**src/rtl/change_dispenser_pkg.sv**
```systemverilog
// Shared types and constants for the change payout path.
// Denominations are expressed in Rs10 units so owed arithmetic stays small.
package change_dispenser_pkg;

    typedef enum logic [2:0] {
        IDLE,
        SELECT,
        REQ20,
        REQ10,
        GAP,
        DONE,
        FAULT
    } state_e;

    localparam int DEN20     = 2;
    localparam int DEN10     = 1;
    localparam int CHG_W_DEF = 4;
    localparam int STK_W_DEF = 4;

endpackage

```
**src/rtl/change_dispenser_coin_stock.sv**
```systemverilog
// Saturating up/down coin counter for one hopper denomination.
// A simultaneous refill and dispense cancel out; the count never wraps.
module coin_stock #(
    parameter int W = 4
) (
    input  logic         clk,
    input  logic         rst,
    input  logic         inc_i,
    input  logic         dec_i,
    output logic [W-1:0] count_o
);

    logic [W-1:0] count_q;
    logic [W-1:0] count_d;

    always_comb begin
        count_d = count_q;
        if (inc_i && !dec_i) begin
            if (count_q != '1) count_d = count_q + W'(1);
        end else if (dec_i && !inc_i) begin
            if (count_q != '0) count_d = count_q - W'(1);
        end
    end

    always_ff @(posedge clk or posedge rst) begin
        if (rst) count_q <= '0;
        else     count_q <= count_d;
    end

    assign count_o = count_q;

endmodule

```
**src/rtl/change_dispenser.sv**
```systemverilog
// Pays change out of a two-denomination hopper, greedy Rs20-first, one coin per
// req/ack handshake (req held until coin_ack), with shortfall and jam detection.
module change_dispenser
    import change_dispenser_pkg::*;
#(
    parameter int CHG_W   = CHG_W_DEF,
    parameter int STK_W   = STK_W_DEF,
    parameter int GAP_CYC = 2,
    parameter int ACK_TO  = 16
) (
    input  logic             clk,
    input  logic             rst,
    input  logic             chg_valid,
    input  logic [CHG_W-1:0] chg_amount,
    output logic             chg_ready,
    output logic             coin20_req,
    output logic             coin10_req,
    input  logic             coin_ack,
    input  logic             load20,
    input  logic             load10,
    output logic [STK_W-1:0] stock20,
    output logic [STK_W-1:0] stock10,
    output logic [CHG_W-1:0] owed,
    output logic             done,
    output logic             short_fault,
    output logic             jam_fault,
    input  logic             clr_fault
);

    // One timer serves both the ack timeout and the inter-coin gap.
    localparam int TMR_MAX = (ACK_TO > GAP_CYC) ? ACK_TO : GAP_CYC;
    localparam int TMR_W   = $clog2(TMR_MAX + 1);

    state_e             state_q, state_d;
    logic [CHG_W-1:0]   owed_q, owed_d;
    logic [TMR_W-1:0]   timer_q, timer_d;
    logic               zero_done_q, zero_done_d;
    logic               short_q, short_d;
    logic               jam_q, jam_d;
    logic               dec20, dec10;

    coin_stock #(.W(STK_W)) u_stock20 (
        .clk     (clk),
        .rst     (rst),
        .inc_i   (load20),
        .dec_i   (dec20),
        .count_o (stock20)
    );

    coin_stock #(.W(STK_W)) u_stock10 (
        .clk     (clk),
        .rst     (rst),
        .inc_i   (load10),
        .dec_i   (dec10),
        .count_o (stock10)
    );

    always_comb begin
        state_d     = state_q;
        owed_d      = owed_q;
        timer_d     = '0;
        zero_done_d = 1'b0;
        short_d     = short_q;
        jam_d       = jam_q;
        dec20       = 1'b0;
        dec10       = 1'b0;
        case (state_q)
            IDLE: begin
                if (chg_valid) begin
                    owed_d = chg_amount;
                    if (chg_amount == '0) zero_done_d = 1'b1;
                    else                  state_d     = SELECT;
                end
            end
            SELECT: begin
                if (owed_q == '0)                                      state_d = DONE;
                else if (owed_q >= CHG_W'(DEN20) && stock20 != '0)     state_d = REQ20;
                else if (stock10 != '0)                                state_d = REQ10;
                else begin
                    state_d = FAULT;
                    short_d = 1'b1;
                end
            end
            // An ack in the final timeout cycle wins over the jam.
            REQ20: begin
                if (coin_ack) begin
                    owed_d  = owed_q - CHG_W'(DEN20);
                    dec20   = 1'b1;
                    state_d = GAP;
                end else if (timer_q == TMR_W'(ACK_TO - 1)) begin
                    state_d = FAULT;
                    jam_d   = 1'b1;
                end else begin
                    timer_d = timer_q + TMR_W'(1);
                end
            end
            REQ10: begin
                if (coin_ack) begin
                    owed_d  = owed_q - CHG_W'(DEN10);
                    dec10   = 1'b1;
                    state_d = GAP;
                end else if (timer_q == TMR_W'(ACK_TO - 1)) begin
                    state_d = FAULT;
                    jam_d   = 1'b1;
                end else begin
                    timer_d = timer_q + TMR_W'(1);
                end
            end
            GAP: begin
                if (timer_q >= TMR_W'(GAP_CYC - 1)) state_d = SELECT;
                else                                 timer_d = timer_q + TMR_W'(1);
            end
            DONE: state_d = IDLE;
            FAULT: begin
                if (clr_fault) begin
                    state_d = IDLE;
                    owed_d  = '0;
                    short_d = 1'b0;
                    jam_d   = 1'b0;
                end
            end
            default: state_d = IDLE;
        endcase
    end

    always_ff @(posedge clk or posedge rst) begin
        if (rst) begin
            state_q     <= IDLE;
            owed_q      <= '0;
            timer_q     <= '0;
            zero_done_q <= 1'b0;
            short_q     <= 1'b0;
            jam_q       <= 1'b0;
        end else begin
            state_q     <= state_d;
            owed_q      <= owed_d;
            timer_q     <= timer_d;
            zero_done_q <= zero_done_d;
            short_q     <= short_d;
            jam_q       <= jam_d;
        end
    end

    assign chg_ready   = (state_q == IDLE);
    assign coin20_req  = (state_q == REQ20);
    assign coin10_req  = (state_q == REQ10);
    assign owed        = owed_q;
    assign done        = (state_q == DONE) || zero_done_q;
    assign short_fault = short_q;
    assign jam_fault   = jam_q;

endmodule
```
**config.mk**
```make
export PLATFORM = sky130hd
export DESIGN_NAME = change_dispenser
export DESIGN_NICKNAME = d
export VERILOG_FILES = /design/src/rtl/change_dispenser_pkg.sv /design/src/rtl/change_dispenser_coin_stock.sv /design/src/rtl/change_dispenser.sv
export SDC_FILE = /design/constraint.sdc
export NUM_CORES = 1
export LEC_CHECK = 0
export CAP_MARGIN = 20
export CELL_PAD_IN_SITES_DETAIL_PLACEMENT = 1
export CELL_PAD_IN_SITES_GLOBAL_PLACEMENT = 1
export CORE_MARGIN = 2
export CORE_UTILIZATION = 40
export DETAILED_ROUTE_END_ITERATION = 10
export PLACE_DENSITY = 0.84
export SLEW_MARGIN = 20
export SYNTH_ARGS = -nofsm -noshare
export SYNTH_HDL_FRONTEND = slang
export SYNTH_HIERARCHICAL = 1
export SYNTH_SLANG_ARGS = --single-unit
export TNS_END_PERCENT = 10
```
**constraint.sdc**
```tcl
create_clock -name clk -period 3.26 [get_ports clk]
set_input_delay 0.326 -clock clk [delete_from_list [all_inputs] [get_ports clk]]
set_output_delay 0.326 -clock clk [all_outputs]
set_load 0.1 [all_outputs]
```
==> flow_summary.toml, run 1 <==
[route]
drtIter0Drc = 42
final_antenna_net_count = 0
drc_errors = 0
via_per_inst = 5.77
first_pass_iters = 4
wl_per_cell_um = 17.7
num_vias = 1478
postRouteWirelength_um = 4520

[timing]
worst_pin_slew_ns = 0.975
tns_ns = 0
hold_viol = 0
drv_slew = 0
fin_skew_ns = 0.00254
fin_crit_sh = 0.788
rsz0062_at_grt = "false"
fin_crit_ns = 2.57
slew_headroom = 0.348
clock.fmax_mhz = 389
setup_violations = 0

[cells_and_area]
syn_to_final_growth_pct = 21.3
finalNetCount = 234
nFillCells = 478
drive_above_1_share = 0.141
diodes = 0

[worst_hold_path]
hold_path.class = "input pin to async pin"

[clocking]
cts_sinks = 23
clkTransAtPathRegs_ns = 0.08
htree_levels = 1
clock_latency_ns = 0.27
cts_resized = 0
cts.hold.buffers_added = 0
tritoncts = "yes"
clockBufferDepth = 2
clock-root-buffer = "clkbuf_8"
cts_buffers = 3
post_cts_buffers = 0

[floorplan]
initial_core_util = 0.424
dieArea_mm2 = 0.00484
fp-row-count = 23
io-pin-count = 29
core_region_area_mm2 = 0.00406
die_w_um = 69.6
die_h_um = 69.6

[grt]
grt.overflow.total = 0
antenna_found_initial = 0
grt_first_pass_wirelength_um = 7790
busiest_layer = "met2"
track_usage = 0.200
grt_use_met3 = 0.0276
use_met1 = 0.239
use_met2 = 0.358
grt_max_degree = 23
grt_pass1_vias = 1649

[yosys]
ys_async_sr_fraction = 1.00
synth-seq-area-share = 0.334
synth_cell_types = 55
synth_cells = 176
synth_top_cell_by_area = "dfrtp_1"
syn_nets = 203
synth_top_area_frac = 0.334
synth_most_common_cell = "dfrtp_1"
synth_area_mm2 = 0.00172
synth_area_leaders = "dfrtp_1 (33%), ha_1 (10%), inv_1 (4.1%), a31oi_1 (2.5%), xnor2_1 (2.5%)"
syn_avg_cell_area_um2 = 9.78
ys.flop_type = "dfrtp_1"
yosys_warnings = 6
synth-edff-count = 0
synth_common_cells = "dfrtp_1 (23), inv_1 (19), ha_1 (14)"
ys_seq_elements = 23

[worst_setup_path]
r2r_cells = 10
endpoint_kind = "flip-flop"
r2r_setup_slack_ns = 0.76
cp_cell_sequence = "clkdlybuf4s50_1 > and3_1 > inv_1 > ha_1 > inv_1 > ha_1 > and3_1 > or3_1 > a211oi_2 > xor2_1"
slowest_stage = "clkdlybuf4s50_1"
reg2reg_from = "state_q[1]"
cpPeakStageDelay_ns = 0.50
path_class = "input pin to flip-flop"
cp.required_ns = 3.46
r2r-end = "u_stock10/count_o[3]"
crit_fanout = 5
cp.arrival_ns = 2.76
cp-start-kind = "input pin"

[placed_design]
place_hpwl_um = 3520
gp_congestion = 0.822
port_buffers = 28

[flow_run]
drv_cap = 0

[outcome]
status = "finished clean"
-- per-stage QoR --
stage,hold WS (ns),setup slack [ns],instances,cell area (um2),utilization
3_5_place_dp,0.559,0.426,252,2040,0.504
5_1_grt,0.326,0.525,256,2090,0.515
2_1_floorplan,0.0921,0.746,176,1730,-
4_1_cts,0.315,0.701,256,2090,0.515
6_report,0.304,0.690,256,2090,0.515
3_3_place_gp,0.538,0.571,252,2040,0.504
-- logic make-up after synthesis --
kind of cell,share of synthesized area
AO/OA/AOI/OAI,0.203
multiplexers,0.0305
AND/OR/NAND/NOR,0.194
buffers and inverters,0.0625
XOR/XNOR,0.0501
adder cells (fa/ha/maj),0.125
flip-flops,0.334
-- registers in the layout (all words and copies together) (netlist names) --
name and cells:
short_fault 1, timer_q 5, zero_done_q 1, owed 4, jam_fault 1, u_stock10/count_o 4
state_q 3, u_stock20/count_o 4
-- how the worst max path moves through the flow --
stage	start	to	slack, ns	cells after the start
final	coin_ack	u_stock10/count_o[3]	0.69	10
after detailed placement	coin_ack	u_stock10/count_o[3]	0.43	10
after global placement	coin_ack	u_stock10/count_o[3]	0.57	10
after floorplan	state_q[2]	state_q[0]	0.75	5
after CTS	coin_ack	u_stock10/count_o[3]	0.70	10
after global routing	coin_ack	u_stock10/count_o[3]	0.53	10
-- placed cells by master (no fill, tap or decap), types with 5 or more instances in the layout --
cell type        synthesis  routed
nand2_1                  6       6
buf_4                    2       8
o21ai_0                  8       8
dfrtp_1                 23      23
xnor2_1                  5       5
and3_1                   5       5
a21oi_1                  7       7
nand3_1                  5       5
ha_1                    14      14
clkdlybuf4s50_1          0      23
a31oi_1                  7       7
inv_1                   19      19
nor2_1                   7       7
-- critical path: cells and delay by family --
family                   cells  cell delay (ns)
buffers and inverters        3             0.67
adder cells (fa/ha/maj)      2             0.55
XOR/XNOR                     1             0.17
AO/OA/AOI/OAI                1             0.26
AND/OR/NAND/NOR              3             0.79
-- area by class of cell --
cell class                      count  area (um2)  share of cell area
Clock buffer                        4        45.0              0.0216
Multi-Input combinational cell    129        1040               0.500
Tap cell                           50        62.6              0.0300
Sequential cell                    23         576               0.276
Inverter                           19        71.3              0.0342
Timing Repair Buffer               31         290               0.139
-- per-layer routing --
metal / share of wire / vias up
met2: 0.53 / 35
met5: 0 / -
met1: 0.42 / 731
met4: 0.023 / 0
met3: 0.031 / 9
li1: - / 703
Power of run 1 is not shown: default switching activity piles up to over one toggle a cycle in this logic, so the estimate is an artifact.
==> inputs of run 2 (changes only) <==
--- a/config.mk
+++ b/config.mk
@@ -9,9 +9,9 @@
 export CELL_PAD_IN_SITES_DETAIL_PLACEMENT = 1
 export CELL_PAD_IN_SITES_GLOBAL_PLACEMENT = 1
 export CORE_MARGIN = 2
-export CORE_UTILIZATION = 40
+export CORE_UTILIZATION = 37
 export DETAILED_ROUTE_END_ITERATION = 10
-export PLACE_DENSITY = 0.84
+export PLACE_DENSITY = 0.82
 export SLEW_MARGIN = 20
 export SYNTH_ARGS = -nofsm -noshare
 export SYNTH_HDL_FRONTEND = slang
==> constraint.sdc (replaced) <==
create_clock -name clk -period 2.1 [get_ports clk]
set_input_delay 0.21 -clock clk [delete_from_list [all_inputs] [get_ports clk]]
set_output_delay 0.21 -clock clk [all_outputs]
set_load 0.1 [all_outputs]
==> run 2 against run 1 <==
The run now ends with negative setup slack left. Cell count grew 8.2%. Sequential share of layout area shrank 2.8 points. Flip-flop and latch count is the same. Register-to-register slack lost 0.86 ns. Via count grew 2.4%. Non-clock buffer count grew 19. Clock skew grew 0.0070 ns. First-iteration DRC count grew 86%. Core utilization grew 1.5 points. Global-route usage shrank 1.6 points. Count of clock-buffer cells in the layout is the same.
==> flow_summary.toml, run 2 (synthesis results as in run 1) <==
[clocking]
clkTransAtPathRegs_ns = 0.08
clock_latency_ns = 0.28
post_cts_buffers = 0
htree_levels = 1
cts_buffers = 3
clockBufferDepth = 2
cts_sinks = 23
tritoncts = "yes"
clock-root-buffer = "clkbuf_8"

[placed_design]
place_ws_ns = -0.353
port_buffers = 28
place_hpwl_um = 3490
gp_congestion = 0.758

[timing]
fin_crit_sh = 1.05
clock.fmax_mhz = 454
hold_viol = 0
finalWorstSetupSlack_ns = -0.102
worst_pin_slew_ns = 0.644
fin_crit_ns = 2.20
drv_slew = 0
rsz0062_at_grt = "true"
setup_violations = 1
fin_skew_ns = 0.00956
slew_headroom = 0.570

[grt]
antenna_found_initial = 0
grt_pass1_vias = 1560
grt.overflow.total = 0
grt_max_degree = 20
grt_first_pass_wirelength_um = 7560
track_usage = 0.183

[cells_and_area]
syn_to_final_growth_pct = 35.8
post-route-util = 0.530
finalNetCount = 253
final_common_cell = "buf_4"
area.sequential_um2 = 578
drive_above_1_share = 0.333
nFillCells = 498
diodes = 0
largest_reg_flops = 5
top_register = "timer_q"
final_cell_mix = "buf_4 (35), dfrtp_1 (21), inv_1 (17)"
multiInputGateArea_mm2 = 0.00112

[worst_setup_path]
cp-start-kind = "flip-flop"
path_class = "flip-flop to flip-flop"
slowest_stage = "dfrtp_2"
cpPeakStageDelay_ns = 0.42
crit_family = "simple AND/OR/NAND/NOR gates"
critPathBufInv = 2
cp.required_ns = 2.30
crit_fanout = 3
cp_cell_sequence = "nor2b_2 > and3_1 > inv_2 > ha_4 > inv_4 > ha_1 > and3_1 > or3_1 > a211oi_2 > xor2_1"
path_common_cell = "and3_1"
endpoint_kind = "flip-flop"
cp.arrival_ns = 2.40

[route]
drc_errors = 0
via_per_inst = 5.46
postRouteWirelength_um = 4550
num_vias = 1513
drtIter0Drc = 78
final_antenna_net_count = 0
first_pass_iters = 4
wl_per_cell_um = 16.4

[floorplan]
initial_core_util = 0.390
die_h_um = 72.2
io-pin-count = 29
die_w_um = 72.2
fp-row-count = 24
dieArea_mm2 = 0.00522
core_region_area_mm2 = 0.00441

[worst_hold_path]
hold_path.class = "input pin to async pin"

[outcome]
violations = "negative setup slack"
status = "finished with violations"

[flow_run]
drv_cap = 0
run 2: through the flow:
step                      setup TNS, ns  hold slack, ns  cells  area [um2]
after global placement            -1.32           0.478    273        2240
final                            -0.102           0.235    277        2340
after global routing             -0.567           0.260    277        2340
after CTS                        -0.101           0.219    277        2310
after floorplan                  -0.825         -0.0239    176        1770
after detailed placement          -1.54           0.517    273        2240
run 2: cell type report:
cell class | count | share of cell area
Inverter | 19 | 0.0316
Multi-Input combinational cell | 129 | 0.478
Sequential cell | 23 | 0.247
Clock buffer | 4 | 0.0193
Timing Repair Buffer | 50 | 0.196
Tap cell | 52 | 0.0278
run 2: worst register-to-register path, cell delays in order, from the launching register on:
cell and delay (ns):
dfrtp_2 0.42, nor2b_2 0.16, and3_1 0.19, inv_2 0.07, ha_4 0.15, inv_4 0.04
ha_1 0.25, and3_1 0.17, or3_1 0.32, a211oi_2 0.21, xor2_1 0.16
run 2: final timing paths:
kind | from | endpoint | slack [ns] | cells past startpoint
setup / recovery | state_q[1] | u_stock10/count_o[3] | -0.10 | 10
hold / removal | rst | u_stock10/count_o[2] | 0.24 | 2
setup reg to reg | state_q[1] | u_stock10/count_o[3] | -0.10 | 10
hold reg to reg | short_fault | short_fault | 0.58 | 2
max in group asynchronous | rst | state_q[0] | 1.21 | 2
min in group clk | chg_valid | zero_done_q | 0.56 | 2
run 2: per-layer routing:
layer  part of all wire  track usage  up-vias
met4              0.017       0.0587        0
met1               0.44        0.232      740
met2               0.51        0.314       30
met5                  0            0        -
li1                   -            -      734
met3              0.034       0.0361        9
run 2: what timing repair did:
item,in CTS,in global routing
hold endpoints to repair,0,0
hold buffers,0,0
cloned,0,0
endpoints found under the setup margin,4,8
resized for setup,6,5
Power of run 2 is left out for the same reason.
==> inputs of run 3 (changes only) <==
--- a/config.mk
+++ b/config.mk
@@ -7,9 +7,9 @@
 export LEC_CHECK = 0
 export CAP_MARGIN = 20
 export CELL_PAD_IN_SITES_DETAIL_PLACEMENT = 1
-export CELL_PAD_IN_SITES_GLOBAL_PLACEMENT = 1
+export CELL_PAD_IN_SITES_GLOBAL_PLACEMENT = 2
 export CORE_MARGIN = 2
-export CORE_UTILIZATION = 37
+export CORE_UTILIZATION = 30
 export DETAILED_ROUTE_END_ITERATION = 10
 export PLACE_DENSITY = 0.82
 export SLEW_MARGIN = 20
==> run 3 against run 2 <==
The run still ends with negative setup slack left. Wire length decreased by 2.0%. Fmax decreased by 0.41%. Critical path depth unchanged. Worst hold slack got worse by 0.036 ns. Cell area increased by 1.3%. Die area increased by 22%. Non-clock buffer count increased by 2. Sequential share of layout area decreased by 0.31 points. Setup slack got worse by 0.0090 ns. Via count decreased by 0.59%. Clock skew decreased by 0.0028 ns. Cell count increased by 7.9%. Highest routed layer unchanged.
==> flow_summary.toml, run 3 (synthesis results as in run 1) <==
[floorplan]
die_w_um = 79.8
initial_core_util = 0.311
fp-row-count = 27
dieArea_mm2 = 0.00636
io-pin-count = 29
die_h_um = 79.8
core_region_area_mm2 = 0.00554

[grt]
antenna_found_initial = 0
grt.overflow.total = 0
track_usage = 0.153
grt_max_degree = 20
grt_pass1_vias = 1554
grt_first_pass_wirelength_um = 7570

[clocking]
clockBufferDepth = 2
clock-root-buffer = "clkbuf_8"
clock_latency_ns = 0.28
clkTransAtPathRegs_ns = 0.09
cts_sinks = 23
htree_levels = 1
tritoncts = "yes"
cts_buffers = 3

[route]
drc_errors = 0
final_antenna_net_count = 0
postRouteWirelength_um = 4460
first_pass_iters = 4
num_vias = 1504
via_per_inst = 5.03
wl_per_cell_um = 14.9
drtIter0Drc = 80

[worst_setup_path]
reg2reg_from = "state_q[2]"
cp.required_ns = 2.31
r2r_cells = 10
r2r-end = "u_stock10/count_o[3]"
cp-start-kind = "flip-flop"
path_class = "flip-flop to flip-flop"
cpPeakStageDelay_ns = 0.44
path_common_cell = "ha_4"
endpoint_kind = "flip-flop"
cp.arrival_ns = 2.42
cp_cell_sequence = "nor2b_2 > and3_4 > inv_2 > ha_4 > inv_4 > ha_4 > a21o_1 > or3_4 > a211oi_2 > xor2_1"
crit_fanout = 3
r2r_setup_slack_ns = -0.11
slowest_stage = "dfrtp_1"

[placed_design]
place_hpwl_um = 3410
port_buffers = 28
gp_congestion = 0.794

[cells_and_area]
post-route-util = 0.428
drive_above_1_share = 0.348
diodes = 0
syn_to_final_growth_pct = 37.6
top_register = "timer_q"
final_common_cell = "buf_4"
largest_reg_flops = 5
final_cell_mix = "buf_4 (38), dfrtp_1 (21), inv_1 (17)"
finalNetCount = 255

[timing]
worst_hold_slack_ns = 0.199
rsz0062_at_grt = "true"
fin_skew_ns = 0.00676
setup_violations = 2
finalWorstSetupSlack_ns = -0.111
fin_crit_ns = 2.21
fin_crit_sh = 1.05
hold_viol = 0
slew_headroom = 0.559
worst_pin_slew_ns = 0.661
clock.fmax_mhz = 452
drv_slew = 0

[outcome]
violations = "negative setup slack"
status = "finished with violations"

[flow_run]
drv_cap = 0

[worst_hold_path]
hold_path.class = "input pin to async pin"
run 3: final cells by class:
cell class                 instances  area (um2)
fill                             645        3170
multi-input combinational        129        1110
sequential                        23         578
timing repair buffer              52         465
tap                               72        90.1
inverter                          19        73.8
clock buffer                       3        41.3
clock inverter                     1        5.00
run 3: worst max-delay path, delay by kind of cell, from the launching register on:
family	cells	cell delay, ns
AOI/OAI and AO/OA	2	0.40
xor gates and xnor gates	1	0.15
adders and majority gates	2	0.36
buffers and inverters	2	0.10
DFF	1	0.44
and+or+nand+nor	3	0.70
run 3: how the worst max path moves through the flow:
| stage | from | endpoint | slack, ns | depth (start not counted) |
|---|---|---|---|---|
| 3_3_place_gp | coin_ack | u_stock20/count_o[3] | -0.25 | 11 |
| 5_1_grt | state_q[2] | u_stock10/count_o[3] | -0.20 | 10 |
| 4_1_cts | state_q[2] | u_stock10/count_o[3] | -0.11 | 10 |
| 2_1_floorplan | state_q[2] | u_stock20/count_o[3] | -0.23 | 12 |
| 3_5_place_dp | coin_ack | u_stock20/count_o[3] | -0.32 | 11 |
| 6_report | state_q[2] | u_stock10/count_o[3] | -0.11 | 10 |
run 3: repair_timing:
item,4_1_cts,5_1_grt
pin swaps,0,2
hold buffers,0,0
gates cloned,0,0
hold endpoints to repair,0,0
endpoints found under the setup margin,2,6
resized for setup,2,8
setup buffers,1,2
run 3: stage by stage:
step,cells,setup TNS [ns],setup WS [ns],area [um2]
5_1_grt,299,-0.538,-0.195,2370
2_1_floorplan,176,-0.825,-0.228,1770
3_3_place_gp,292,-1.07,-0.251,2260
6_report,299,-0.170,-0.111,2370
3_5_place_dp,292,-1.33,-0.318,2260
4_1_cts,297,-0.111,-0.109,2320
run 3: per-layer routing:
layer  wire, um  vias to the layer above  GRT usage
met3        159                        5     0.0204
met1       2060                      731      0.197
met4         66                        0     0.0508
li1           -                      742          -
met2       2170                       26      0.263
met5          0                        -          0
Power of run 3 is left out for the same reason.
